==> config.mk <==
export PLATFORM = sky130hd
export DESIGN_NAME = i2c_slave_regfile_block_flat
export DESIGN_NICKNAME = d
export VERILOG_FILES = /design/src/rtl/i2c_slave_regfile_block_if.sv /design/src/rtl/i2c_slave_regfile_block.sv /design/src/flat_wrapper.sv
export SDC_FILE = /design/constraint.sdc
export NUM_CORES = 1
export LEC_CHECK = 0
export ABC_AREA = 1
export ABC_CLOCK_PERIOD_IN_PS = 1800
export CAP_MARGIN = 10
export CORE_MARGIN = 1.5
export CORE_UTILIZATION = 35
export CTS_CLUSTER_SIZE = 10
export DETAILED_ROUTE_END_ITERATION = 6
export PLACE_DENSITY = 0.6
export SYNTH_ARGS = -nofsm -noshare
export SYNTH_HDL_FRONTEND = slang
export SYNTH_SLANG_ARGS = --single-unit
==> constraint.sdc <==
create_clock -name i2c_core_clock_i -period 1.8 [get_ports i2c_core_clock_i]
set_input_delay 0.18 -clock i2c_core_clock_i [delete_from_list [all_inputs] [get_ports i2c_core_clock_i]]
set_output_delay 0.18 -clock i2c_core_clock_i [all_outputs]
set_load 0.01 [all_outputs]
==> src/rtl/i2c_slave_regfile_block_if.sv <==
// I2C bus pins as seen by the target.
//   scl_i    : bus SCL level (asynchronous to the core clock)
//   sda_i    : resolved bus SDA level (asynchronous to the core clock)
//   sda_oe_o : 1 = target pulls SDA low, 0 = released
interface i2c_slave_regfile_block_if;
  logic scl_i;
  logic sda_i;
  logic sda_oe_o;

  modport master (output scl_i, output sda_i, input sda_oe_o);
  modport slave  (input scl_i, input sda_i, output sda_oe_o);
endinterface

==> src/rtl/i2c_slave_regfile_block.sv <==
// I2C target with a byte-wide register file behind an auto-incrementing pointer.
// The bus is oversampled by the core clock. Clock stretching is not supported.
// Ports:
//   i2c_core_clock_i : core clock
//   reset_bit_n_i    : asynchronous active-low reset
//   bus              : SCL/SDA inputs and the SDA pull-down enable
//   busy_o           : high from START until STOP
//   addr_match_o     : high from the address ACK until STOP or the next START
//   wr_valid_o       : one-cycle pulse for each stored data byte
//   wr_addr_o        : register index of the stored byte
//   wr_data_o        : value of the stored byte
module i2c_slave_regfile_block #(
  parameter logic [6:0]  SLAVE_ADDR = 7'h50,
  parameter int unsigned DEPTH      = 16
) (
  input  logic                     i2c_core_clock_i,
  input  logic                     reset_bit_n_i,
  i2c_slave_regfile_block_if.slave bus,
  output logic                     busy_o,
  output logic                     addr_match_o,
  output logic                     wr_valid_o,
  output logic [$clog2(DEPTH)-1:0] wr_addr_o,
  output logic [7:0]               wr_data_o
);
  localparam int unsigned AW = $clog2(DEPTH);

  typedef enum logic [3:0] {
    S_IDLE, S_ADDR, S_ADDR_ACK, S_PTR, S_PTR_ACK,
    S_WDATA, S_WDATA_ACK, S_RDATA, S_RDATA_ACK
  } state_t;

  // Synchronizers plus one history flop; reset to the idle-bus level
  logic scl_s1, scl_s2, scl_d;
  logic sda_s1, sda_s2, sda_d;

  always_ff @(posedge i2c_core_clock_i or negedge reset_bit_n_i) begin
    if (!reset_bit_n_i) begin
      scl_s1 <= 1'b1; scl_s2 <= 1'b1; scl_d <= 1'b1;
      sda_s1 <= 1'b1; sda_s2 <= 1'b1; sda_d <= 1'b1;
    end else begin
      scl_s1 <= bus.scl_i; scl_s2 <= scl_s1; scl_d <= scl_s2;
      sda_s1 <= bus.sda_i; sda_s2 <= sda_s1; sda_d <= sda_s2;
    end
  end

  logic scl_rise, scl_fall, start_det, stop_det;
  assign scl_rise  =  scl_s2 & ~scl_d;
  assign scl_fall  = ~scl_s2 &  scl_d;
  assign start_det =  scl_s2 &  scl_d &  sda_d & ~sda_s2;
  assign stop_det  =  scl_s2 &  scl_d & ~sda_d &  sda_s2;

  state_t          state_q, state_d;
  logic [3:0]      bit_cnt_q, bit_cnt_d;
  logic [7:0]      shift_q, shift_d;
  logic            rw_q, rw_d;
  logic            mack_q, mack_d;
  logic [AW-1:0]   ptr_q, ptr_d;
  logic            sda_oe_q, sda_oe_d;
  logic            busy_q, busy_d;
  logic            match_q, match_d;
  logic            wr_valid_q, wr_valid_d;
  logic [AW-1:0]   wr_addr_q, wr_addr_d;
  logic [7:0]      wr_data_q, wr_data_d;
  logic            reg_we;
  logic [7:0]      regs_q [DEPTH];
  logic [7:0]      byte_in;
  logic [7:0]      rd_byte;

  assign byte_in = {shift_q[6:0], sda_s2};
  assign rd_byte = regs_q[ptr_q];

  // Next-state and datapath decisions; START/STOP override everything
  always_comb begin
    state_d    = state_q;
    bit_cnt_d  = bit_cnt_q;
    shift_d    = shift_q;
    rw_d       = rw_q;
    mack_d     = mack_q;
    ptr_d      = ptr_q;
    sda_oe_d   = sda_oe_q;
    busy_d     = busy_q;
    match_d    = match_q;
    wr_valid_d = 1'b0;
    wr_addr_d  = wr_addr_q;
    wr_data_d  = wr_data_q;
    reg_we     = 1'b0;

    if (stop_det) begin
      state_d   = S_IDLE;
      bit_cnt_d = 4'd0;
      sda_oe_d  = 1'b0;
      busy_d    = 1'b0;
      match_d   = 1'b0;
    end else if (start_det) begin
      state_d   = S_ADDR;
      bit_cnt_d = 4'd0;
      sda_oe_d  = 1'b0;
      busy_d    = 1'b1;
      match_d   = 1'b0;
    end else begin
      unique case (state_q)
        S_IDLE: ;
        S_ADDR, S_PTR, S_WDATA: begin
          if (scl_rise) begin
            shift_d   = byte_in;
            bit_cnt_d = bit_cnt_q + 4'd1;
            if (bit_cnt_q == 4'd7) begin
              bit_cnt_d = 4'd0;
              if (state_q == S_ADDR) begin
                if (byte_in[7:1] == SLAVE_ADDR) begin
                  state_d = S_ADDR_ACK;
                  rw_d    = byte_in[0];
                end else begin
                  state_d = S_IDLE;
                end
              end else if (state_q == S_PTR) begin
                ptr_d   = byte_in[AW-1:0];
                state_d = S_PTR_ACK;
              end else begin
                reg_we     = 1'b1;
                wr_valid_d = 1'b1;
                wr_addr_d  = ptr_q;
                wr_data_d  = byte_in;
                ptr_d      = ptr_q + AW'(1);
                state_d    = S_WDATA_ACK;
              end
            end
          end
        end
        // sda_oe_q doubles as the phase flag: first fall drives ACK, second releases
        S_ADDR_ACK, S_PTR_ACK, S_WDATA_ACK: begin
          if (scl_fall) begin
            if (!sda_oe_q) begin
              sda_oe_d = 1'b1;
              if (state_q == S_ADDR_ACK) match_d = 1'b1;
            end else begin
              sda_oe_d = 1'b0;
              if (state_q == S_ADDR_ACK && rw_q) begin
                state_d   = S_RDATA;
                shift_d   = {rd_byte[6:0], 1'b0};
                sda_oe_d  = ~rd_byte[7];
                bit_cnt_d = 4'd1;
                ptr_d     = ptr_q + AW'(1);
              end else if (state_q == S_ADDR_ACK) begin
                state_d = S_PTR;
              end else begin
                state_d = S_WDATA;
              end
            end
          end
        end
        S_RDATA: begin
          if (scl_fall) begin
            if (bit_cnt_q == 4'd8) begin
              sda_oe_d  = 1'b0;
              bit_cnt_d = 4'd0;
              mack_d    = 1'b0;
              state_d   = S_RDATA_ACK;
            end else begin
              sda_oe_d  = ~shift_q[7];
              shift_d   = {shift_q[6:0], 1'b0};
              bit_cnt_d = bit_cnt_q + 4'd1;
            end
          end
        end
        S_RDATA_ACK: begin
          if (scl_rise) begin
            if (sda_s2) state_d = S_IDLE;
            else        mack_d  = 1'b1;
          end else if (scl_fall && mack_q) begin
            state_d   = S_RDATA;
            shift_d   = {rd_byte[6:0], 1'b0};
            sda_oe_d  = ~rd_byte[7];
            bit_cnt_d = 4'd1;
            ptr_d     = ptr_q + AW'(1);
          end
        end
        default: state_d = S_IDLE;
      endcase
    end
  end

  // State and output registers; reset releases SDA asynchronously
  always_ff @(posedge i2c_core_clock_i or negedge reset_bit_n_i) begin
    if (!reset_bit_n_i) begin
      state_q    <= S_IDLE;
      bit_cnt_q  <= 4'd0;
      shift_q    <= 8'h00;
      rw_q       <= 1'b0;
      mack_q     <= 1'b0;
      ptr_q      <= '0;
      sda_oe_q   <= 1'b0;
      busy_q     <= 1'b0;
      match_q    <= 1'b0;
      wr_valid_q <= 1'b0;
      wr_addr_q  <= '0;
      wr_data_q  <= 8'h00;
    end else begin
      state_q    <= state_d;
      bit_cnt_q  <= bit_cnt_d;
      shift_q    <= shift_d;
      rw_q       <= rw_d;
      mack_q     <= mack_d;
      ptr_q      <= ptr_d;
      sda_oe_q   <= sda_oe_d;
      busy_q     <= busy_d;
      match_q    <= match_d;
      wr_valid_q <= wr_valid_d;
      wr_addr_q  <= wr_addr_d;
      wr_data_q  <= wr_data_d;
    end
  end

  // Register file
  always_ff @(posedge i2c_core_clock_i or negedge reset_bit_n_i) begin
    if (!reset_bit_n_i) begin
      for (int unsigned i = 0; i < DEPTH; i++) regs_q[i] <= 8'h00;
    end else if (reg_we) begin
      regs_q[ptr_q] <= byte_in;
    end
  end

  assign bus.sda_oe_o = sda_oe_q;
  assign busy_o       = busy_q;
  assign addr_match_o = match_q;
  assign wr_valid_o   = wr_valid_q;
  assign wr_addr_o    = wr_addr_q;
  assign wr_data_o    = wr_data_q;
endmodule
==> src/flat_wrapper.sv <==
// flat-port wrapper written by rule: the top's interface ports become plain ports
module i2c_slave_regfile_block_flat 
#(
  parameter logic [6:0]  SLAVE_ADDR = 7'h50,
  parameter int unsigned DEPTH      = 16
)
  (i2c_core_clock_i, reset_bit_n_i, busy_o, addr_match_o, wr_valid_o, wr_addr_o, wr_data_o, bus_scl_i, bus_sda_i, bus_sda_oe_o);
  i2c_slave_regfile_block_if bus_i ();
  input  logic i2c_core_clock_i;
  input  logic reset_bit_n_i;
  output logic busy_o;
  output logic addr_match_o;
  output logic wr_valid_o;
  output logic [$clog2(DEPTH)-1:0] wr_addr_o;
  output logic [7:0] wr_data_o;
  input wire logic [$bits(bus_i.scl_i)-1:0] bus_scl_i;
  input wire logic [$bits(bus_i.sda_i)-1:0] bus_sda_i;
  output wire logic [$bits(bus_i.sda_oe_o)-1:0] bus_sda_oe_o;
  assign bus_i.scl_i = bus_scl_i;
  assign bus_i.sda_i = bus_sda_i;
  assign bus_sda_oe_o = bus_i.sda_oe_o;
  i2c_slave_regfile_block #(.SLAVE_ADDR(SLAVE_ADDR), .DEPTH(DEPTH)) u_core (.i2c_core_clock_i(i2c_core_clock_i), .reset_bit_n_i(reset_bit_n_i), .bus(bus_i), .busy_o(busy_o), .addr_match_o(addr_match_o), .wr_valid_o(wr_valid_o), .wr_addr_o(wr_addr_o), .wr_data_o(wr_data_o));
endmodule
==> metrics.txt, run 1 <==
internal power=8.016 mW; Worst Path Class, Setup=reg -> reg; Synth async-reset ratio=1.000; Worst-Skew Late Latency=430 ps; CTS tree=done; Unique masters post-synth=32; fin. max-slew vios=0; Worst Skew=10.91 ps; Fill cells=2437; Cell Area, Synth=8885 um2; MaxCap Viol Count=0; clk slew on worst S/H paths=70 ps; most frequent cells in the layout=nand2_1 (289), dfrtp_1 (161), nor2_1 (107); Initial Util=0.3549; Syn Area/Cell=8.062 um2; Hold Crit Class=in -> reg; core area=25040 um2; Worst EP required=2110 ps; # IOs=20; Rel. slew slack=0.6314; WL final=25580 um; RSZ-0062 raised after global routing=yes; Final period util=1.024; largest net degree at the start of global routing=52; CTS buffer count=17; post-route ant nets=0; Vias=7708; Gate power share=0.417; average vias per placed instance=5.025; total grt overflow=0; FF-to-FF Start=u_core.bit_cnt_q[0]$_DFFE_PN0P_; area growth from synthesis to layout=27.64%; PD cells=1210 nW/um2; Max Freq=542.6 MHz; setup ws final=-43.09 ps; Ys Warns=0; die area=26350 um2; status=complete, but fails checks; Multi-input gate area=4616 um2; min cycle time layout=1843 ps; FF/Latch Area=4318 um2; Mapped Cells=1102; Syn Nets=1112; Worst VDD drop=865.0 uV; Total GRT Usage=0.1856; share of cells above drive strength 1=0.3073; die height=162.3 um; hold endpoint=u_core.scl_s1$_DFF_PN1_; worst hold start=bus_scl_i; leakage power total=5.440 nW; Post-synth EDFFs=0; FF-to-FF End=u_core.regs_q[62]$_DFFE_PN0P_; switching share of total power=0.4160; hold slack final=157.5 ps; initial drt markers=687; final instance area=11340 um2; Startpoint Class=register; sw power=5.711 mW; clock power share=0.269; clock buffer depth=2; #FFs+latches synth=172; Hold Fails Final Rpt=0; hold path depth=1; failing checks=setup timing; kind of end point of the critical path=register; dpl hpwl=15500 um; largest fanout on the critical path=8; # DRC=0; Tot Pwr=13.73 mW; r2r setup slk=-40 ps; first-pass GRT wire length=38160 um; vias in the first global route=7036; DR pass1 iterations=5; Setup TNS=-1413 ps; Die W=162.3 um; most common cell after layout, fill and taps aside=nand2_1; initial antenna violation count=0; Port Buf Inserts=19; Root Buffer=clkbuf_16; sequential fraction of design power=0.314; clk sinks=172; n_diodes=0; Routed WL per cell=16.68 um; post-layout util=0.4530; Most used DFF post-synth=dfrtp_1; # nets final=1202; Reg2Reg Depth=11; Worst Tran Pin Value=553.0 ps; GP Congestion=0.8626; # H-tree levels=4; site row count=58; Seq/Total Area, Yosys=0.4853; endpoints failing setup=83; Area after DPL=9758 um2; Worst EP arrival=2160 ps
==> what timing repair did <==
item / CTS / global route
cloned: 0 / 14
gates resized for setup: 9 / 170
buffers inserted: 1 / 25
pin swaps: 0 / 50
hold endpoints to repair: 40 / 0
hold buffers: 1 / 0
setup endpoints to repair: 42 / 150
==> metrics by stage <==
step           instances  worst slack, ps
6_report            1534           -43.09
5_1_grt             1534           -155.7
4_1_cts             1496           -20.90
3_5_place_dp        1463           -155.1
3_3_place_gp        1463           -29.42
2_1_floorplan       1102            77.65
==> cell usage after synthesis (8+ instances only) <==
cell,number,area share
inv_1,61,0.026
nor3_1,8,0.0045
inv_2,8,0.0034
nor2_1,134,0.057
buf_6,16,0.020
nand2_4,18,0.023
nand3_1,32,0.018
nand2_1,354,0.15
a21oi_1,12,0.0068
o21ai_1,66,0.037
dfrtp_1,166,0.47
o21ai_2,65,0.064
clkbuf_1,22,0.0093
o21ai_0,80,0.045
buf_2,11,0.0062
==> registers in the layout, indices dropped and copies added (netlist names), 4 cells and up <==
name              count
u_core.state_q        4
u_core.wr_data_o      8
u_core.regs_q       128
u_core.wr_addr_o      4
u_core.ptr_q          4
u_core.shift_q        8
u_core.bit_cnt_q      4
==> power by group through the flow <==
| stage | combinational, mW | clock (mW) | sequential (mW) |
|---|---|---|---|
| detailed placement | 4.73 | 0 | 4.36 |
| floorplan | 2.84 | 0 | 4.28 |
| global route | 6.19 | 3.91 | 4.33 |
| finish | 5.73 | 3.69 | 4.31 |
| CTS | 4.82 | 3.75 | 4.28 |
| global placement | 4.73 | 0 | 4.36 |
==> critical path: stages (launching register included) <==
cell and delay, ps:
dfrtp_1 400, ha_2 220, nand2_2 80, nor2_4 170
nand2_4 90, nor2_8 120, inv_8 80, nor2_8 130
buf_12 180, nand2_8 90, nand2_1 90, o21ai_2 50
==> cell families (layout without fill, tap and decap cells) <==
kind of cell,after synthesis,after routing,share of synthesized area
compound gates,228,228,0.1574
flops,172,172,0.4853
simple gates,572,584,0.2807
fa+ha+maj,6,6,0.008449
buf+inv,124,214,0.06816
==> final cells by class <==
| cell class | count | area share |
|---|---|---|
| Tap cell | 330 | 0.03641 |
| Sequential cell | 172 | 0.3807 |
| Multi-Input combinational cell | 818 | 0.4070 |
| Timing Repair Buffer | 112 | 0.09973 |
| Inverter | 71 | 0.02560 |
| Clock inverter | 11 | 0.01203 |
| Clock buffer | 20 | 0.03850 |
==> routing by layer <==
| layer | track usage | wire length [um] | up-vias |
|---|---|---|---|
| li1 | - | - | 3729 |
| met1 | 0.2654 | 12040 | 3744 |
| met2 | 0.2908 | 11810 | 194 |
| met3 | 0.03141 | 1190 | 41 |
| met4 | 0.04796 | 537 | 0 |
| met5 | 0 | 0 | - |
==> how the worst max path moves through the flow <==
stage,start,to,slack [ps],cells after the start
global placement,u_core.bit_cnt_q[0]$_DFFE_PN0P_,u_core.state_q[0]$_DFFE_PN0P_,-30,11
global route,u_core.bit_cnt_q[0]$_DFFE_PN0P_,u_core.regs_q[62]$_DFFE_PN0P_,-160,11
finish,u_core.bit_cnt_q[0]$_DFFE_PN0P_,u_core.regs_q[62]$_DFFE_PN0P_,-40,11
CTS,u_core.bit_cnt_q[0]$_DFFE_PN0P_,u_core.regs_q[96]$_DFFE_PN0P_,-20,10
detailed placement,u_core.bit_cnt_q[0]$_DFFE_PN0P_,u_core.state_q[2]$_DFFE_PN0P_,-160,11
floorplan,u_core.ptr_q[1]$_DFFE_PN0P_,u_core.regs_q[119]$_DFFE_PN0P_,80,10
No activity file was read; power rests on OpenSTA's default activity.
==> run 2: changes to the inputs <==
CORE_MARGIN = not set   (was 1.5)
HOLD_SLACK_MARGIN = 0.15   (was not set)
==> run 2 against run 1 <==
Effect of this change:
- the flow still finishes with violations (setup timing)
- global-route usage rose by 0.42 points
- highest routed layer unchanged
- via count fell by 2.4%
- die area fell by 1.2%
- critical path depth rose by 1
- first-iteration DRC count shrank 6.3%
- sequential cell count stayed put
- hold slack better by 9.5 ps
- critical path type unchanged
==> metrics.txt, run 2 (synthesized netlist as in run 1, its figures left out) <==
status=complete, but fails checks; failing checks=setup timing; Max Freq=555.0 MHz; # nets final=1198; Initial Util=0.3611; post-route ant nets=0; area growth from synthesis to layout=26.31%; endpoints failing setup=1; most common cell after layout, fill and taps aside=nand2_1; Worst Tran Pin Value=400.6 ps; Rel. slew slack=0.7330; Worst VDD drop=735.0 uV; share of cells above drive strength 1=0.2717; post-layout util=0.4561; MaxCap Viol Count=0; total grt overflow=0; # H-tree levels=4; Final period util=1.001; placed insts=1464; setup ws final=-1.821 ps; DR pass1 iterations=6; die area=26030 um2; Layout Cells excl Fill=1524; Tot Pwr=13.98 mW; clk slew on worst S/H paths=60 ps; site row count=57; n_diodes=0; Total GRT Usage=0.1898; Reg with most FFs=u_core.regs_q; Routed WL per cell=16.40 um; # IOs=20; Largest register FFs=128; CTS buffer count=17; PD cells=1246 nW/um2; Setup TNS=-1.821 ps; WL final=24990 um; core area=24600 um2; fin. max-slew vios=0; dpl hpwl=16030 um; leakage power total=5.513 nW; Area after DPL=9866 um2; Worst Skew=8.475 ps; Hold Crit Class=in -> reg; # DRC=0; Hold Fails Final Rpt=0; Worst EP arrival=2120 ps; clock buffer depth=2; clk sinks=172; most frequent cells in the layout=nand2_1 (320), dfrtp_1 (162), nor2_1 (117); GP Congestion=0.8774; die height=161.3 um; CTS tree=done; largest net degree at the start of global routing=53; Root Buffer=clkbuf_16; Worst EP required=2120 ps; initial drt markers=644; first-pass GRT wire length=38470 um; Startpoint Class=register; Die W=161.3 um; Worst Path Class, Setup=reg -> reg; average vias per placed instance=4.937; final instance area=11220 um2; largest fanout on the critical path=6; vias in the first global route=7047; Vias=7524; min cycle time layout=1802 ps; initial antenna violation count=0; Port Buf Inserts=19; Worst-Skew Late Latency=430 ps; kind of end point of the critical path=register; RSZ-0062 raised after global routing=yes
## run 2: changes by cell type in the layout (fill, tap and decap cells not counted), moves of 3 or more
cell | previous run | this run
nand2_2 | 67 | 35
nand2_1 | 289 | 320
nor2_1 | 107 | 117
nand2_8 | 16 | 8
nor2_2 | 21 | 15
buf_4 | 68 | 63
nor2_4 | 14 | 10
buf_12 | 12 | 15
nand3_1 | 29 | 26
nand3_2 | 4 | 7
## run 2: path summary, 6_finish.rpt
kind | from | to | slack [ps] | cells past startpoint
max | u_core.ptr_q[0]$_DFFE_PN0P_ | u_core.shift_q[6]$_DFFE_PN0P_ | -2 | 12
min | bus_sda_i | u_core.sda_s1$_DFF_PN1_ | 170 | 1
max reg2reg | u_core.ptr_q[0]$_DFFE_PN0P_ | u_core.shift_q[6]$_DFFE_PN0P_ | -2 | 12
min reg2reg | u_core.sda_s1$_DFF_PN1_ | u_core.sda_s2$_DFF_PN1_ | 360 | 0
max in group asynchronous | reset_bit_n_i | u_core.regs_q[115]$_DFFE_PN0P_ | 880 | 3
min in group asynchronous | reset_bit_n_i | u_core.regs_q[50]$_DFFE_PN0P_ | 210 | 2
## run 2: repair_timing
item | CTS | global route
setup endpoints to repair | 17 | 150
hold endpoints to repair | 172 | 0
cloned | 1 | 9
pin swaps | 1 | 42
hold buffers | 1 | 0
setup buffers | 0 | 18
resized for setup | 11 | 123
## run 2: cell type report
class,count,area [um2]
tap,324,405.4
fill,2394,13380
clock inverter,9,136.4
inverter,71,289.0
timing repair buffer,115,1246
sequential,172,4317
multi-input combinational,811,4364
clock buffer,22,464.2
## run 2: power breakdown
part | internal (mW) | switching, mW
clock | 2.26 | 1.56
sequential | 4.06 | 0.235
combinational | 2.18 | 3.69
total | 8.50 | 5.49
## run 2: layer usage
metal | routed length, um | global-route usage | vias to the layer above | part of all wire
met4 | 442 | 0.06775 | 0 | 0.018
met3 | 1014 | 0.03005 | 29 | 0.041
met2 | 11570 | 0.2847 | 170 | 0.46
met5 | 0 | 0 | - | 0
li1 | - | - | 3726 | -
met1 | 11960 | 0.2760 | 3599 | 0.48
## run 2: through the flow
| step | hold slack [ps] | worst slack (ps) |
|---|---|---|
| after floorplan | -115.6 | 77.65 |
| after global placement | 125.2 | -63.69 |
| after detailed placement | 121.5 | -81.11 |
| after CTS | 155.6 | -14.60 |
| after global routing | 168.2 | -61.61 |
| final | 167.0 | -1.821 |
## run 2: critical path, cell delays in order (launching register included)
cell and delay, ps:
dfrtp_2 490, buf_4 180, clkbuf_16 150, nor2_1 100, nor2_1 50, o21ai_1 140, nand2_1 80, nand2_1 70
nand2_1 80, o21ai_2 150, nand2_1 90, nand2_1 60, nand2_1 50
